**config.mk**
```make
export PLATFORM = sky130hd
export DESIGN_NAME = cmd_issue_scheduler
export DESIGN_NICKNAME = d
export VERILOG_FILES = /design/src/rtl/mchan_sched_pkg.sv /design/src/rtl/sched_rr_arbiter.sv /design/src/rtl/cmd_issue_scheduler.sv
export SDC_FILE = /design/constraint.sdc
export NUM_CORES = 1
export LEC_CHECK = 0
export CORE_UTILIZATION = 45
export CTS_CLUSTER_SIZE = 40
export DETAILED_ROUTE_END_ITERATION = 10
export GPL_ROUTABILITY_DRIVEN = 0
export PLACE_DENSITY_LB_ADDON = 0.15
export SKIP_LAST_GASP = 1
export SLEW_MARGIN = 10
export SYNTH_ARGS = -nofsm -noshare
export SYNTH_HDL_FRONTEND = slang
export SYNTH_HIERARCHICAL = 1
export SYNTH_SLANG_ARGS = --single-unit
```
**constraint.sdc**
```tcl
create_clock -name clk_i -period 10.6 [get_ports clk_i]
set_input_delay 2.65 -clock clk_i [delete_from_list [all_inputs] [get_ports clk_i]]
set_output_delay 2.65 -clock clk_i [all_outputs]
set_load 0.005 [all_outputs]
```
**src/rtl/mchan_sched_pkg.sv**
```systemverilog
// Shared types and default sizing for the command issue scheduler.
package mchan_sched_pkg;

  localparam int unsigned DefNbCtrls      = 4;
  localparam int unsigned DefNbTransfers  = 8;
  localparam int unsigned DefSidWidth     = 3;
  localparam int unsigned DefCidWidth     = 2;
  localparam int unsigned DefCmdWidth     = 64;
  localparam int unsigned DefMaxOutstand  = 2;

  // IDLE: output slot empty; ISSUE: output slot holds a command awaiting out_gnt_i.
  typedef enum logic {
    ST_IDLE  = 1'b0,
    ST_ISSUE = 1'b1
  } sched_state_e;

endpackage

```
**src/rtl/sched_rr_arbiter.sv**
```systemverilog
// Round-robin arbiter: first requester at or after ptr_i (wrapping) wins.
module sched_rr_arbiter #(
  parameter int unsigned NB_REQ = 4,
  parameter int unsigned IDX_W  = (NB_REQ > 1) ? $clog2(NB_REQ) : 1
) (
  input  logic [NB_REQ-1:0] req_i,
  input  logic [IDX_W-1:0]  ptr_i,
  output logic [NB_REQ-1:0] gnt_o,
  output logic [IDX_W-1:0]  idx_o,
  output logic              valid_o
);

  // Scan requesters starting from the pointer; keep the first hit.
  always_comb begin
    logic [IDX_W-1:0] j;
    j       = '0;
    gnt_o   = '0;
    idx_o   = '0;
    valid_o = 1'b0;
    for (int unsigned k = 0; k < NB_REQ; k++) begin
      j = IDX_W'((32'(ptr_i) + k) % NB_REQ);
      if (!valid_o && req_i[j]) begin
        valid_o  = 1'b1;
        gnt_o[j] = 1'b1;
        idx_o    = j;
      end
    end
  end

endmodule

```
**src/rtl/cmd_issue_scheduler.sv**
```systemverilog
// Issues commands from several controllers to one downstream port, limiting
// each controller's in-flight commands and retiring them on per-SID terms.
module cmd_issue_scheduler
  import mchan_sched_pkg::*;
#(
  parameter int unsigned NB_CTRLS        = DefNbCtrls,
  parameter int unsigned NB_TRANSFERS    = DefNbTransfers,
  parameter int unsigned TRANS_SID_WIDTH = DefSidWidth,
  parameter int unsigned TRANS_CID_WIDTH = DefCidWidth,
  parameter int unsigned CMD_WIDTH       = DefCmdWidth,
  parameter int unsigned MAX_OUTSTANDING = DefMaxOutstand
) (
  input  logic                                              clk_i,
  input  logic                                              rst_ni,
  input  logic [NB_CTRLS-1:0]                               cmd_req_i,
  output logic [NB_CTRLS-1:0]                               cmd_gnt_o,
  input  logic [NB_CTRLS*CMD_WIDTH-1:0]                     cmd_data_i,
  input  logic [NB_CTRLS*TRANS_SID_WIDTH-1:0]               cmd_sid_i,
  output logic                                              out_req_o,
  input  logic                                              out_gnt_i,
  output logic [CMD_WIDTH-1:0]                              out_data_o,
  output logic [TRANS_SID_WIDTH-1:0]                        out_sid_o,
  output logic [TRANS_CID_WIDTH-1:0]                        out_cid_o,
  input  logic [NB_TRANSFERS-1:0]                           term_sig_i,
  output logic [NB_CTRLS*$clog2(MAX_OUTSTANDING+1)-1:0]     outstanding_o,
  output logic                                              idle_o
);

  localparam int unsigned CntW = $clog2(MAX_OUTSTANDING + 1);
  localparam int unsigned IdxW = (NB_CTRLS > 1) ? $clog2(NB_CTRLS) : 1;
  localparam logic [CntW-1:0] CntMax = CntW'(MAX_OUTSTANDING);

  sched_state_e state_q, state_d;
  logic [IdxW-1:0]            ptr_q, ptr_d;
  logic [CntW-1:0]            cnt_q [NB_CTRLS];
  logic [CntW-1:0]            cnt_d [NB_CTRLS];
  logic [NB_TRANSFERS-1:0]    valid_q, valid_d;
  logic [TRANS_CID_WIDTH-1:0] cid_q [NB_TRANSFERS];
  logic [TRANS_CID_WIDTH-1:0] cid_d [NB_TRANSFERS];
  logic [CMD_WIDTH-1:0]       data_q, data_d;
  logic [TRANS_SID_WIDTH-1:0] sid_q, sid_d;
  logic [TRANS_CID_WIDTH-1:0] ocid_q, ocid_d;

  logic [NB_CTRLS-1:0]        elig;
  logic [NB_CTRLS-1:0]        arb_gnt;
  logic [IdxW-1:0]            arb_idx;
  logic                       arb_valid;
  logic                       grant;
  logic [CMD_WIDTH-1:0]       arb_data;
  logic [TRANS_SID_WIDTH-1:0] arb_sid;
  logic [TRANS_CID_WIDTH-1:0] arb_cid;

  // Eligibility uses the registered count only, so a term never frees a slot in the same cycle.
  always_comb begin
    elig = '0;
    for (int unsigned c = 0; c < NB_CTRLS; c++) begin
      elig[c] = cmd_req_i[c] && (cnt_q[c] < CntMax);
    end
  end

  sched_rr_arbiter #(
    .NB_REQ (NB_CTRLS),
    .IDX_W  (IdxW)
  ) u_arb (
    .req_i   (elig),
    .ptr_i   (ptr_q),
    .gnt_o   (arb_gnt),
    .idx_o   (arb_idx),
    .valid_o (arb_valid)
  );

  assign arb_data = cmd_data_i[32'(arb_idx)*CMD_WIDTH +: CMD_WIDTH];
  assign arb_sid  = cmd_sid_i[32'(arb_idx)*TRANS_SID_WIDTH +: TRANS_SID_WIDTH];
  assign arb_cid  = TRANS_CID_WIDTH'(arb_idx);

  // FSM: a new command is accepted when the slot is empty or being drained this cycle.
  always_comb begin
    state_d = state_q;
    grant   = 1'b0;
    unique case (state_q)
      ST_IDLE: begin
        if (arb_valid) begin
          grant   = 1'b1;
          state_d = ST_ISSUE;
        end
      end
      ST_ISSUE: begin
        if (out_gnt_i) begin
          if (arb_valid) grant   = 1'b1;
          else           state_d = ST_IDLE;
        end
      end
      default: state_d = ST_IDLE;
    endcase
  end

  // Output slot and round-robin pointer reload on every input grant.
  always_comb begin
    ptr_d  = ptr_q;
    data_d = data_q;
    sid_d  = sid_q;
    ocid_d = ocid_q;
    if (grant) begin
      ptr_d  = (arb_idx == IdxW'(NB_CTRLS - 1)) ? '0 : arb_idx + IdxW'(1);
      data_d = arb_data;
      sid_d  = arb_sid;
      ocid_d = arb_cid;
    end
  end

  // SID table and counters: retire terms against the old entries first, then record
  // the grant, so a term and a grant on the same SID leave the new entry valid.
  always_comb begin
    valid_d = valid_q;
    cid_d   = cid_q;
    cnt_d   = cnt_q;
    for (int unsigned s = 0; s < NB_TRANSFERS; s++) begin
      if (term_sig_i[s] && valid_q[s]) begin
        valid_d[s]        = 1'b0;
        cnt_d[cid_q[s]]   = cnt_d[cid_q[s]] - CntW'(1);
      end
    end
    if (grant) begin
      valid_d[arb_sid] = 1'b1;
      cid_d[arb_sid]   = arb_cid;
      cnt_d[arb_idx]   = cnt_d[arb_idx] + CntW'(1);
    end
  end

  // State registers with asynchronous active-low reset; reset drops any pending command.
  always_ff @(posedge clk_i or negedge rst_ni) begin
    if (!rst_ni) begin
      state_q <= ST_IDLE;
      ptr_q   <= '0;
      cnt_q   <= '{default: '0};
      valid_q <= '0;
      cid_q   <= '{default: '0};
      data_q  <= '0;
      sid_q   <= '0;
      ocid_q  <= '0;
    end else begin
      state_q <= state_d;
      ptr_q   <= ptr_d;
      cnt_q   <= cnt_d;
      valid_q <= valid_d;
      cid_q   <= cid_d;
      data_q  <= data_d;
      sid_q   <= sid_d;
      ocid_q  <= ocid_d;
    end
  end

  assign cmd_gnt_o  = grant ? arb_gnt : '0;
  assign out_req_o  = (state_q == ST_ISSUE);
  assign out_data_o = data_q;
  assign out_sid_o  = sid_q;
  assign out_cid_o  = ocid_q;

  // Pack per-controller counts and derive the idle indication.
  always_comb begin
    logic busy;
    busy          = 1'b0;
    outstanding_o = '0;
    for (int unsigned c = 0; c < NB_CTRLS; c++) begin
      outstanding_o[c*CntW +: CntW] = cnt_q[c];
      if (cnt_q[c] != '0) busy = 1'b1;
    end
    idle_o = (state_q == ST_IDLE) && !busy;
  end

endmodule

```
==> results of run 1 <==
==> state kept, by name, summed over array words and instances, names as in the netlist <==
signal,flops
out_cid_o,2
cid_q,16
outstanding_o,8
out_sid_o,3
valid_q,8
ptr_q,2
out_req_o,1
out_data_o,64
==> placed cells by master (no fill, tap or decap), drive strengths merged, types with 12 or more instances in the layout <==
cell | netlist | layout
nor2 | 40 | 40
clkdlybuf4s50 | 0 | 364
o21ai | 39 | 39
nand3 | 27 | 27
nor3 | 29 | 29
mux4 | 74 | 74
clkbuf | 34 | 12
and3 | 17 | 17
nor2b | 15 | 15
mux2 | 14 | 14
inv | 22 | 23
nand2 | 264 | 264
dfrtp | 104 | 104
a21oi | 19 | 19
xnor2 | 20 | 20
==> final cells by class <==
class	count	area (µm²)
multi-input combinational	761	5766
inverter	24	90.09
clock inverter	4	51.30
antenna	1	2.502
timing repair buffer	371	3696
fill	1532	6011
clock buffer	12	256.5
sequential	104	2603
tap	234	292.8
==> path summary, 6_finish.rpt <==
path	start	to	slack (ns)
worst max-delay path	term_sig_i[0]	outstanding_o[7]	2.62
worst min-delay path	out_data_o[25]	out_data_o[25]	0.47
worst max register to register	cid_q[13]	outstanding_o[7]	4.77
worst min register to register	out_data_o[25]	out_data_o[25]	0.47
max in group asynchronous	rst_ni	out_data_o[2]	7.10
min in group asynchronous	rst_ni	out_data_o[38]	2.29
==> critical path, cell delays in order <==
cell	delay (ns)
clkdlybuf4s50_1	0.71
nand4b_4	0.20
o211a_1	0.26
nor4_2	0.35
xnor2_1	0.27
o2111ai_2	0.23
or3_1	0.43
a211o_2	0.35
xnor2_2	0.20
o2111a_1	0.29
o31a_1	0.37
a211oi_2	0.44
a2bb2oi_1	0.13
o21a_1	0.19
and3_1	0.19
o311a_1	0.39
or4b_1	0.53
nand3_1	0.09
==> layer usage <==
layer / vias to the layer above / global-route usage, % / wire length, µm / part of all wire (%)
met5: - / 0 / 13 / 0.039
met4: 2 / 18.94 / 1810 / 5.5
met3: 81 / 4.857 / 2280 / 6.9
met2: 436 / 55.43 / 16350 / 49
met1: 4242 / 42.65 / 12650 / 38
li1: 4127 / - / - / -
==> cells in the mapped netlist (4+ instances only) <==
cell	count
a311oi_1	4
nand2b_1	6
buf_2	5
nand4b_1	6
nor2b_1	15
a31oi_1	10
a21oi_1	18
mux4_2	72
mux2_2	13
nand4_1	5
o21ai_1	4
a22oi_1	10
nand2_1	264
nor3_1	29
nor3b_1	6
o211ai_1	8
dfrtp_1	104
and3_1	17
buf_1	16
nor2_1	40
o21ai_0	35
nand3_1	27
mux2i_1	6
o21a_1	5
a211o_1	4
or3_1	6
and2_1	11
nor4_1	8
ha_1	9
xnor3_1	4
a21o_1	8
o31ai_1	4
a211oi_1	5
clkbuf_1	34
xnor2_1	19
xor2_1	9
inv_1	22
==> cells by family (layout without fill, tap and decap cells) <==
| family | after synthesis | count (layout) | share of synthesized area [%] |
|---|---|---|---|
| other | 0 | 1 | 0 |
| muxes | 94 | 94 | 21.83 |
| and+or+nand+nor | 469 | 469 | 25.99 |
| adders and majority gates | 9 | 9 | 1.300 |
| DFF | 104 | 104 | 30.04 |
| buffers and inverters | 81 | 411 | 3.754 |
| AOI/OAI and AO/OA | 155 | 155 | 12.84 |
| xor gates and xnor gates | 34 | 34 | 4.246 |
==> through the flow <==
stage               instance area, µm²  setup WS (ns)  power, mW
detailed placement               12450          2.333      4.101
CTS                              12750          2.665      4.462
floorplan                         8665          3.292      3.036
global route                     12760          2.330      4.774
finish                           12760          2.625      4.461
global placement                 12450          2.433      4.054
==> power by group through the flow <==
stage	Combinational (mW)	Sequential [mW]	Clock [mW]
after floorplan	2.30	0.736	0
after global placement	3.24	0.815	0
after detailed placement	3.28	0.822	0
after CTS	3.29	0.815	0.354
after global routing	3.56	0.847	0.370
final	3.29	0.819	0.350
==> flow_summary.ini, run 1 <==
[floorplan]
start_util_pct = 46.17
io_pins = 366
core-area_mm2 = 0.01877
die_area_mm2 = 0.01981
fp.dieH_um = 140.8
fp.dieW_um = 140.8
fp-row-count = 50

[global_routing]
grt_use_total_pct = 33.65
grt_overflow = 0
grt_pass1_vias = 8572
antenna_found_initial = 3
grt_pass1_wl_mm = 49.83
grt_max_degree = 76

[worst_setup_path]
crit_path_end_kind = flop
crit_required_ns = 10.90
crit_arrival_ns = 8.27
r2r_cells = 17
startpoint_type = input pin
worstSetupPathType = in -> reg
cp_max_fo = 9

[sta]
final-setup-viol-count = 0
min_period_over_period_pct = 75.24
report.final.slew_viol_count = 0
rsz0062_at_grt = no
timing.max_slew.rel_slack_pct = 42.52
whs_ns = 0.4732
fin_skew_ns = 0.01045
period_minus_slack_ns = 7.975
tns_ns = 0
tightest_slew_ns = 0.8604
hold_viol_final = 0
max_freq_mhz = 125.4

[synthesis]
synth_cell_types = 86
ys_warn_count = 6
ys_ff_latch = 104
ys_seq_area_share_pct = 30.04
syn_nets = 1238
synth_top_cell_by_area = dfrtp_1
synth_top_area_share_pct = 30.04
synth_async_sr_flop_share_pct = 100.0
synth_area_leaders = dfrtp_1, mux4_2, nand2_1
syn_inst = 946
netlist_area_mm2 = 0.008665
synth_area_per_cell_um2 = 9.159
ys.flop_type = dfrtp_1
synth_edf_count = 0

[power_and_ir_drop]
leakage_nw = 5.235
clkPwrFrac_pct = 7.8
power_density_mw_per_mm2 = 349.7
swShare_pct = 46.87
intPower_mw = 2.370
power.switching_mw = 2.091
seq_power_share_pct = 18.4
combPwrFrac_pct = 73.8
worst_ir_drop_vdd_mv = 0.1932

[route]
first_pass_iters = 5
wl_per_cell_um = 21.91
vias = 8888
drt-initial-drc-count = 617
drc = 0
wl_mm = 33.11
viasPerCell = 5.882
antenna_left = 0

[clock_tree]
numCtsBuffers = 9
h-tree-depth = 3
cts_num_sinks = 104
clockRootBuffer = clkbuf_16
clk_pin_slew_worst_paths_ns = 0.07
cts_resized = 0
ctsHoldBuffers = 0
cts.path.max_buffers = 2
postCtsSetupBuffers = 0
cts_tree = built
insertion_delay_ns = 0.36

[placement]
hpwl_mm = 26.49
dp.cells = 1494
portBuffers = 365

[layout]
areaGrowthSynthToFinish_pct = 47.23
drive_gt1_share_pct = 10.82
fin_util_pct = 67.97
fin_nets = 1563
fin_cells = 1511

[outcome]
outcome = finished clean

[flow_run]
drv_cap = 0

[min_path]
hold_depth = 2
hp-class = reg -> reg
(Power assumes the default switching activity.)
==> run 2, diff against run 1 <==
--- a/config.mk
+++ b/config.mk
@@ -5,7 +5,7 @@
 export SDC_FILE = /design/constraint.sdc
 export NUM_CORES = 1
 export LEC_CHECK = 0
-export CORE_UTILIZATION = 45
+export CORE_UTILIZATION = 40
 export CTS_CLUSTER_SIZE = 40
 export DETAILED_ROUTE_END_ITERATION = 10
 export GPL_ROUTABILITY_DRIVEN = 0
==> constraint.sdc (replaced) <==
create_clock -name clk_i -period 6.85 [get_ports clk_i]
set_input_delay 1.7125 -clock clk_i [delete_from_list [all_inputs] [get_ports clk_i]]
set_output_delay 1.7125 -clock clk_i [all_outputs]
set_load 0.005 [all_outputs]
==> run 2 against run 1 <==
Utilization is 6.0 points lower. Worst setup slack got worse by 2.4 ns. Die area increased by 12%. Global-route usage shrank 3.6 points. Cell count increased by 4.7%. Non-clock buffer count is 30 higher. Critical path depth is 1 higher. Register-to-register slack got worse by 3.6 ns. Final area increased by 2.8%. Worst hold slack improved by 0.0026 ns. Clock-buffer cell count fell by 2.
==> flow_summary.ini, run 2 (same netlist as run 1, synthesis figures left out) <==
[floorplan]
fp.dieH_um = 149.2
fp-row-count = 53
io_pins = 366
core-area_mm2 = 0.02115
die_area_mm2 = 0.02225
start_util_pct = 40.96
fp.dieW_um = 149.2

[power_and_ir_drop]
worst_ir_drop_vdd_mv = 0.4320
leakage_nw = 5.405
power_density_mw_per_mm2 = 541.3
power_mw = 7.099

[clock_tree]
postCtsSetupBuffers = 0
cts.path.max_buffers = 2
cts_resized = 0
ctsHoldBuffers = 0
clk_pin_slew_worst_paths_ns = 0.08
h-tree-depth = 3
insertion_delay_ns = 0.36
cts_num_sinks = 104
clockRootBuffer = clkbuf_16
numCtsBuffers = 9
cts_tree = built

[sta]
rsz0062_at_grt = yes
timing.max_slew.rel_slack_pct = 38.02
max_freq_mhz = 151.0
min_period_over_period_pct = 96.67
hold_viol_final = 0
report.final.slew_viol_count = 0
fin_skew_ns = 0.01549
final-setup-viol-count = 0
tightest_slew_ns = 0.9297
period_minus_slack_ns = 6.622

[global_routing]
met1_usage_pct = 40.12
top_usage_layer = met2
grt_max_degree = 68
grt_overflow = 0
antenna_found_initial = 2
grt_pass1_wl_mm = 50.27
gr-usage-met3_pct = 4.557
grtUsageMet2_pct = 50.09
grt_pass1_vias = 8687
grt_use_total_pct = 30.01

[route]
antenna_left = 0
drc = 0
vias = 8968
viasPerCell = 5.669
wl_mm = 33.06
first_pass_iters = 5
wl_per_cell_um = 20.89
drt-initial-drc-count = 638

[outcome]
outcome = finished clean

[layout]
final_cell_area_mm2 = 0.01312
layout_common_cells = clkdlybuf4s50_1, nand2_1, dfrtp_1
areaGrowthSynthToFinish_pct = 51.36
largest_reg_flops = 64
fin_nets = 1593
drive_gt1_share_pct = 13.32
layout_commonest_cell = clkdlybuf4s50_1

[worst_setup_path]
crit_arrival_ns = 6.86
critPathSlowestCell = clkdlybuf4s50_1
crit_required_ns = 7.09
r2r_cells = 17
r2r_setup_slack_ns = 1.17
crit_top_cell = a311oi_2
critPathMaxStageDelay_ns = 0.46
startpoint_type = input pin
crit_buf_inv = 2
path_delay_family = compound AO/OA/AOI/OAI gates
crit_path_end_kind = flop
cp_max_fo = 9
worstSetupPathType = in -> reg
path_cells = clkdlybuf4s50_1 > buf_4 > nand4_2 > or4_1 > nand4_2 > mux2_1 > o21ai_0 > nor4_1 > a211o_2 > xnor2_2 > o2111a_1 > o31a_1 > a211oi_2 > a211oi_1 > a311oi_2 > a311oi_2 > a311oi_2 > o2111ai_1 > and3_1
crit_cells = 19

[min_path]
hp-class = reg -> reg
hold_depth = 2

[placement]
dpl_cell_area_mm2 = 0.01274
hpwl_mm = 25.94
portBuffers = 365

[flow_run]
drv_cap = 0
[run 2: cell count changes in the layout (fill, tap and decap cells not counted), sizes merged]
| cell | previous run | this run |
|---|---|---|
| clkbuf | 12 | 10 |
| bufinv | 1 | 2 |
| inv | 23 | 24 |
| buf | 7 | 37 |
[run 2: area by class of cell]
class	count	area [µm²]
fill	1862	8039
multi-input combinational	761	5806
timing repair buffer	401	3934
sequential	104	2603
tap	275	344.1
clock buffer	10	239.0
clock inverter	6	97.59
inverter	24	90.09
antenna	1	2.502
[run 2: through the flow]
step                hold slack (ns)   TNS, ns  worst slack [ns]  utilization, %  std cells
floorplan                    0.4631         0            0.4795               -        946
global placement             0.4577  -0.05930          -0.02967           60.21       1565
detailed placement           0.4614   -0.2563          -0.08726           60.21       1565
CTS                          0.4802         0            0.2526           61.80       1581
global route                 0.4967   -0.2856           -0.1063           62.00       1582
finish                       0.4758         0            0.2283           62.00       1582
[run 2: power by group]
part | switching [mW] | internal, mW | total [mW]
Clock | 0.257 | 0.336 | 0.593
Combinational | 2.63 | 2.60 | 5.23
Sequential | 0.349 | 0.931 | 1.28
[run 2: worst paths after layout]
path | startpoint | endpoint
worst max register to register | cid_q[13] | outstanding_o[3]
worst min-delay path | out_data_o[57] | out_data_o[57]
worst max-delay path | term_sig_i[0] | outstanding_o[3]
min in group asynchronous | rst_ni | out_data_o[38]
worst min register to register | out_data_o[57] | out_data_o[57]
max in group asynchronous | rst_ni | outstanding_o[2]
[run 2: per-layer routing]
layer / routed length, µm / up-vias
li1: - / 4188
met2: 16600 / 384
met4: 679 / 0
met3: 2212 / 51
met1: 13560 / 4345
met5: 0 / -
[run 2: worst min-delay path, cell delays in order, from the launching register on]
cell     delay (ns)
dfrtp_1        0.35
nand2_1        0.05
nand2_1        0.05
